===== src/rtl/store_buffer.sv =====
// -----------------------------------------------------------------------------
// store_buffer
//
// Purpose:
//   In-order store queue between the store reservation station and data
//   memory. An issued store brings its address and a source register index.
//   The register file is read in the same cycle and the {address, data} pair
//   is queued. Queued stores drain to memory one at a time over a
//   valid/ack write port. Issue is therefore decoupled from memory latency.
//
// Optional feature macro:
//   STORE_FWD_EN - when defined, a combinational store-to-load forwarding
//                  lookup runs on ld_addr and returns the youngest matching
//                  queued store. When undefined, fwd_hit/fwd_data are tied to 0.
//
// Parameters:
//   DEPTH  queue entries (power of two, >= 2)
//   AW     memory address width
//   DW     data / register width
//
// Ports:
//   clock, reset_n       rising-edge clock, asynchronous active-low reset
//   req_valid/req_ready  store request handshake (ready = not full)
//   req_addr, req_reg    store address and data source register index
//   rf_rd_sel/rf_rd_data register-file read port (same-cycle data)
//   mem_we/mem_addr/mem_wdata/mem_ack  registered memory write port
//   ld_addr, fwd_hit, fwd_data         load forwarding lookup
//   count, empty         occupancy status
// -----------------------------------------------------------------------------
module store_buffer #(
    parameter int DEPTH = 4,
    parameter int AW    = 16,
    parameter int DW    = 16
) (
    input  logic                       clock,
    input  logic                       reset_n,
    input  logic                       req_valid,
    output logic                       req_ready,
    input  logic [AW-1:0]              req_addr,
    input  logic [2:0]                 req_reg,
    output logic [2:0]                 rf_rd_sel,
    input  logic [DW-1:0]              rf_rd_data,
    output logic                       mem_we,
    output logic [AW-1:0]              mem_addr,
    output logic [DW-1:0]              mem_wdata,
    input  logic                       mem_ack,
    input  logic [AW-1:0]              ld_addr,
    output logic                       fwd_hit,
    output logic [DW-1:0]              fwd_data,
    output logic [$clog2(DEPTH+1)-1:0] count,
    output logic                       empty
);

    localparam int CW = $clog2(DEPTH + 1);
    localparam int PW = $clog2(DEPTH);

    typedef enum logic {
        ST_IDLE  = 1'b0,
        ST_WRITE = 1'b1
    } state_t;

    // Queue storage
    logic [AW-1:0]    addr_q  [DEPTH];
    logic [AW-1:0]    addr_d  [DEPTH];
    logic [DW-1:0]    data_q  [DEPTH];
    logic [DW-1:0]    data_d  [DEPTH];
    logic [DEPTH-1:0] valid_q;
    logic [DEPTH-1:0] valid_d;

    logic [PW-1:0]    head_q, head_d;
    logic [PW-1:0]    tail_q, tail_d;
    logic [CW-1:0]    count_q, count_d;

    // Write-port FSM and registered outputs
    state_t           state_q, state_d;
    logic             mem_we_q, mem_we_d;
    logic [AW-1:0]    mem_addr_q, mem_addr_d;
    logic [DW-1:0]    mem_wdata_q, mem_wdata_d;

    logic             push;
    logic             pop;
    logic [PW-1:0]    next_head;

    assign req_ready = (count_q != CW'(DEPTH));
    assign rf_rd_sel = req_reg;
    assign push      = req_valid && req_ready;
    // The head only leaves once memory has acknowledged it; ack in IDLE is ignored.
    assign pop       = (state_q == ST_WRITE) && mem_ack;
    assign next_head = head_q + PW'(1);

    assign mem_we    = mem_we_q;
    assign mem_addr  = mem_addr_q;
    assign mem_wdata = mem_wdata_q;
    assign count     = count_q;
    assign empty     = (count_q == '0);

    always_comb begin
        addr_d      = addr_q;
        data_d      = data_q;
        valid_d     = valid_q;
        head_d      = head_q;
        tail_d      = tail_q;
        count_d     = count_q;
        state_d     = state_q;
        mem_we_d    = mem_we_q;
        mem_addr_d  = mem_addr_q;
        mem_wdata_d = mem_wdata_q;

        if (push) begin
            addr_d[tail_q]  = req_addr;
            data_d[tail_q]  = rf_rd_data;
            valid_d[tail_q] = 1'b1;
            tail_d          = tail_q + PW'(1);
        end

        if (pop) begin
            valid_d[head_q] = 1'b0;
            head_d          = next_head;
        end

        case ({push, pop})
            2'b10:   count_d = count_q + CW'(1);
            2'b01:   count_d = count_q - CW'(1);
            default: count_d = count_q;
        endcase

        case (state_q)
            ST_IDLE: begin
                if (count_q != '0) begin
                    state_d     = ST_WRITE;
                    mem_we_d    = 1'b1;
                    mem_addr_d  = addr_q[head_q];
                    mem_wdata_d = data_q[head_q];
                end
            end
            ST_WRITE: begin
                // Outputs hold until acked. On ack, the next head is loaded
                // directly. If only the acked entry was queued, the survivor
                // can only be the store pushed this same cycle. Its slot is
                // not written yet, so take it straight from the request path.
                if (pop) begin
                    if (count_d != '0) begin
                        if (count_q == CW'(1)) begin
                            mem_addr_d  = req_addr;
                            mem_wdata_d = rf_rd_data;
                        end else begin
                            mem_addr_d  = addr_q[next_head];
                            mem_wdata_d = data_q[next_head];
                        end
                    end else begin
                        state_d  = ST_IDLE;
                        mem_we_d = 1'b0;
                    end
                end
            end
            default: begin
                state_d  = ST_IDLE;
                mem_we_d = 1'b0;
            end
        endcase
    end

    always_ff @(posedge clock or negedge reset_n) begin
        if (!reset_n) begin
            for (int i = 0; i < DEPTH; i++) begin
                addr_q[i] <= '0;
                data_q[i] <= '0;
            end
            valid_q     <= '0;
            head_q      <= '0;
            tail_q      <= '0;
            count_q     <= '0;
            state_q     <= ST_IDLE;
            mem_we_q    <= 1'b0;
            mem_addr_q  <= '0;
            mem_wdata_q <= '0;
        end else begin
            addr_q      <= addr_d;
            data_q      <= data_d;
            valid_q     <= valid_d;
            head_q      <= head_d;
            tail_q      <= tail_d;
            count_q     <= count_d;
            state_q     <= state_d;
            mem_we_q    <= mem_we_d;
            mem_addr_q  <= mem_addr_d;
            mem_wdata_q <= mem_wdata_d;
        end
    end

`ifdef STORE_FWD_EN
    // age_hit[k] flags a match in the k-th oldest slot, counted from the head.
    // The in-flight head is included because memory may not have taken it yet.
    logic [PW-1:0]    age_idx [DEPTH];
    logic [DEPTH-1:0] age_hit;

    for (genvar gi = 0; gi < DEPTH; gi++) begin : g_fwd_cmp
        assign age_idx[gi] = head_q + PW'(gi);
        assign age_hit[gi] = valid_q[age_idx[gi]] && (addr_q[age_idx[gi]] == ld_addr);
    end

    // Scanning from oldest to youngest lets the youngest match overwrite older ones.
    always_comb begin
        fwd_hit  = 1'b0;
        fwd_data = '0;
        for (int k = 0; k < DEPTH; k++) begin
            if (age_hit[k]) begin
                fwd_hit  = 1'b1;
                fwd_data = data_q[age_idx[k]];
            end
        end
    end
`else
    logic [AW-1:0] unused_ld_addr;
    assign unused_ld_addr = ld_addr;
    assign fwd_hit        = 1'b0;
    assign fwd_data       = '0;
`endif

endmodule


===== config.mk =====
export PLATFORM = sky130hd
export DESIGN_NAME = store_buffer
export DESIGN_NICKNAME = d
export VERILOG_FILES = /design/src/rtl/store_buffer.sv
export SDC_FILE = /design/constraint.sdc
export NUM_CORES = 1
export LEC_CHECK = 0
export ABC_AREA = 1
export CAP_MARGIN = 20
export CORE_MARGIN = 1.5
export CORE_UTILIZATION = 30
export CTS_CLUSTER_SIZE = 20
export DETAILED_ROUTE_END_ITERATION = 8
export PLACE_DENSITY = 0.59
export SLEW_MARGIN = 20
export SYNTH_ARGS = -nofsm -noshare
export SYNTH_HDL_FRONTEND = slang
export SYNTH_SLANG_ARGS = --single-unit
export TNS_END_PERCENT = 5

===== constraint.sdc =====
create_clock -name clock -period 2.34 [get_ports clock]
set_input_delay 0.468 -clock clock [delete_from_list [all_inputs] [get_ports clock]]
set_output_delay 0.468 -clock clock [all_outputs]
set_load 0.01 [all_outputs]

==> impl_metrics.toml <==
[clock_network]
clock_path_buffers = 2
cts_tree = "built"
cts.clk_slew.worst_paths_ns = 0.07
root_buffer = "clkbuf_16"
clk_latency_ns = 0.43
numCtsBuffers = 17
cts_sinks = 169
h-tree-depth = 4

[detailed_routing]
vias = 8392
drtIter0Drc = 754
wl_per_cell_um = 15.5
postRouteAntennaNets = 0
viasPerCell = 4.92
drcViolationCount = 0
wl_mm = 26.5
firstDrtPassIters = 7

[synthesis]
synth_top_cell_by_area = "dfrtp_1"
ys_types = 23
synth-seq-area-share_pct = 46.3
synth_cells = 1250
yosysWarnings = 0
synthTopCellsByArea = "dfrtp_1 46%, nand2_1 17%, o21ai_0 12%, nand3_1 5.2%, a21oi_1 3.5%"
synth_top_area_share_pct = 46.3
syn_area_mm2 = 0.00914
ys_ff_latch = 169
avgSynthCellArea_um2 = 7.31

[floorplanning]
dieWidth_um = 178
fp.dieH_um = 178
ios = 113
row_count = 63
core_area_mm2 = 0.0298
die_area_mm2 = 0.0315
start_util_pct = 30.7

[global_route]
grt_overflow_total = 0
grt_pass1_vias = 8047
antenna_found_initial = 0
grt_pass1_wl_mm = 42.2
grt_max_degree = 65
track_usage_pct = 17.0

[setup_path]
end_kind = "flip-flop"
reg2reg_from = "count[1]"
worstPathMaxFanout = 7
r2r_slack_ns = 0.11
worst-setup-path-type = "flip-flop to flip-flop"
start_kind = "flip-flop"
r2r-end = "mem_addr[12]"
rr_worst_depth = 18
required_ns = 2.66
crit_arrival_ns = 2.55

[sta]
whs_ns = 0.473
period_needed_ns = 2.23
min_period_over_period_pct = 95.1
worst_slack_ns = 0.114
hold_violations = 0
fmax_mhz = 449
slew_violations = 0
relSlewSlack_pct = 64.2
worstMarginPinSlew_ns = 0.537
fin_setup_tns_ns = 0
skew_ns = 0.00793
setup_violations = 0

[outcome]
outcome = "finished, final reports clean"

[cells_and_area]
regArea_mm2 = 0.00423
multi_input_area_mm2 = 0.00415
drive_above_1_share_pct = 7.90
area_growth_pct = 21.5
final_util_pct = 37.3
fin_area_mm2 = 0.0111
fill_cells = 3114
fin_nets = 1369
antenna_cells = 0
final_cells = 1706

[min_path]
hold-path-cell-count = 2
hold_start = "mem_wdata[13]"
worstHoldPathType = "flip-flop to flip-flop"
min_to = "mem_wdata[13]"

[power]
power_density_mw_per_mm2 = 1500
total_power_mw = 16.7
ir_drop_mv = 0.908
p_leak_nw = 5.26

[placed_design]
io_buffer_count = 73
dp.cells = 1668
gp_congestion = 0.789
place_area_mm2 = 0.0103
dp_slack_ns = -0.270
hpwl_mm = 15.9

[job]
max-cap-violations = 0
==> state kept, by name (all words and copies together), names as in the netlist <==
register and count:
addr_q 64, mem_wdata 16, head_q 2, tail_q 2, data_q 64, mem_we 1
mem_addr 16, state_q 1, count 3
==> repair_timing <==
item / CTS / global route
gates cloned: 0 / 2
hold buffers: 1 / 0
hold endpoints to repair: 8 / 0
setup buffers: 0 / 3
pin swaps: 0 / 4
setup endpoints to repair: 15 / 32
resized for setup: 2 / 18
==> layer usage <==
layer,global-route usage [%],wire [µm]
met5,0,0
met4,5.18,329
met3,2.70,1600
met2,27.4,12400
met1,23.5,12200
==> layout make-up <==
type                            count  area share [%]
Clock buffer                       21            4.15
Clock inverter                     11            1.09
Inverter                           87            2.94
Multi-Input combinational cell    906            37.4
Sequential cell                   169            38.1
Tap cell                          390            4.39
Timing Repair Buffer              122            11.9
==> worst max-delay path by stage <==
stage,depth (start not counted),end,slack [ns],startpoint
6_report,18,mem_addr[12],0.11,count[1]
3_5_place_dp,13,mem_addr[2],-0.27,mem_ack
3_3_place_gp,14,mem_addr[11],-0.25,mem_ack
5_1_grt,18,mem_addr[13],-0.006,count[1]
2_1_floorplan,16,mem_wdata[1],0.07,count[0]
4_1_cts,15,mem_wdata[15],0.01,count[0]
==> Yosys cell counts <==
library cell,number
nand2_1,408
o21ai_0,216
dfrtp_1,169
nand3_1,95
inv_1,82
a21oi_1,63
o21ai_1,46
clkbuf_1,35
nor2_1,35
buf_2,32
buf_4,27
ha_1,11
buf_6,6
nand2_2,6
inv_2,5
buf_1,4
nand4_1,2
nor2_2,2
xor2_1,2
and2_1,1
conb_1,1
o211ai_1,1
or2_2,1
==> report_power, final <==
part	total (mW)	internal, mW	switching, mW
Clock	2.83	1.63	1.21
Combinational	8.70	3.41	5.28
Sequential	5.17	4.28	0.890
Total	16.7	9.32	7.38
==> critical path, stage by stage, from the launching register on <==
cell	delay [ns]
dfrtp_1	0.40
inv_2	0.09
ha_4	0.14
nand2_1	0.07
nand2_2	0.14
buf_6	0.13
ha_4	0.14
nand2_1	0.05
nand2_1	0.05
nand2_1	0.05
nand2_1	0.07
nand2_2	0.07
nand2_2	0.08
nand2_2	0.07
nand2_4	0.15
nand2_8	0.11
clkbuf_16	0.20
nand2_1	0.05
nand2_1	0.05
==> cell families after synthesis <==
logic type | count (synthesis) | share of synthesized area [%]
and+or+nand+nor | 550 | 24.2
other | 1 | 0.0410
AOI/OAI and AO/OA | 326 | 17.9
buffers and inverters | 191 | 9.88
xor gates and xnor gates | 2 | 0.192
DFF | 169 | 46.3
adders and majority gates | 11 | 1.51
==> layout by cell type, fill, tap and decap left out, types with 4 or more instances in the layout <==
master,synthesis,final
a21oi_1,63,62
buf_12,0,14
buf_4,27,29
buf_6,6,4
clkbuf_16,0,19
clkdlybuf4s50_1,0,72
clkinv_2,0,4
conb_1,1,17
dfrtp_1,169,169
ha_1,11,7
ha_4,0,4
inv_1,82,80
inv_2,5,7
nand2_1,408,404
nand2_2,6,8
nand3_1,95,95
nor2_1,35,35
o21ai_0,216,216
o21ai_1,46,46
No activity file was read; power rests on OpenSTA's default activity.
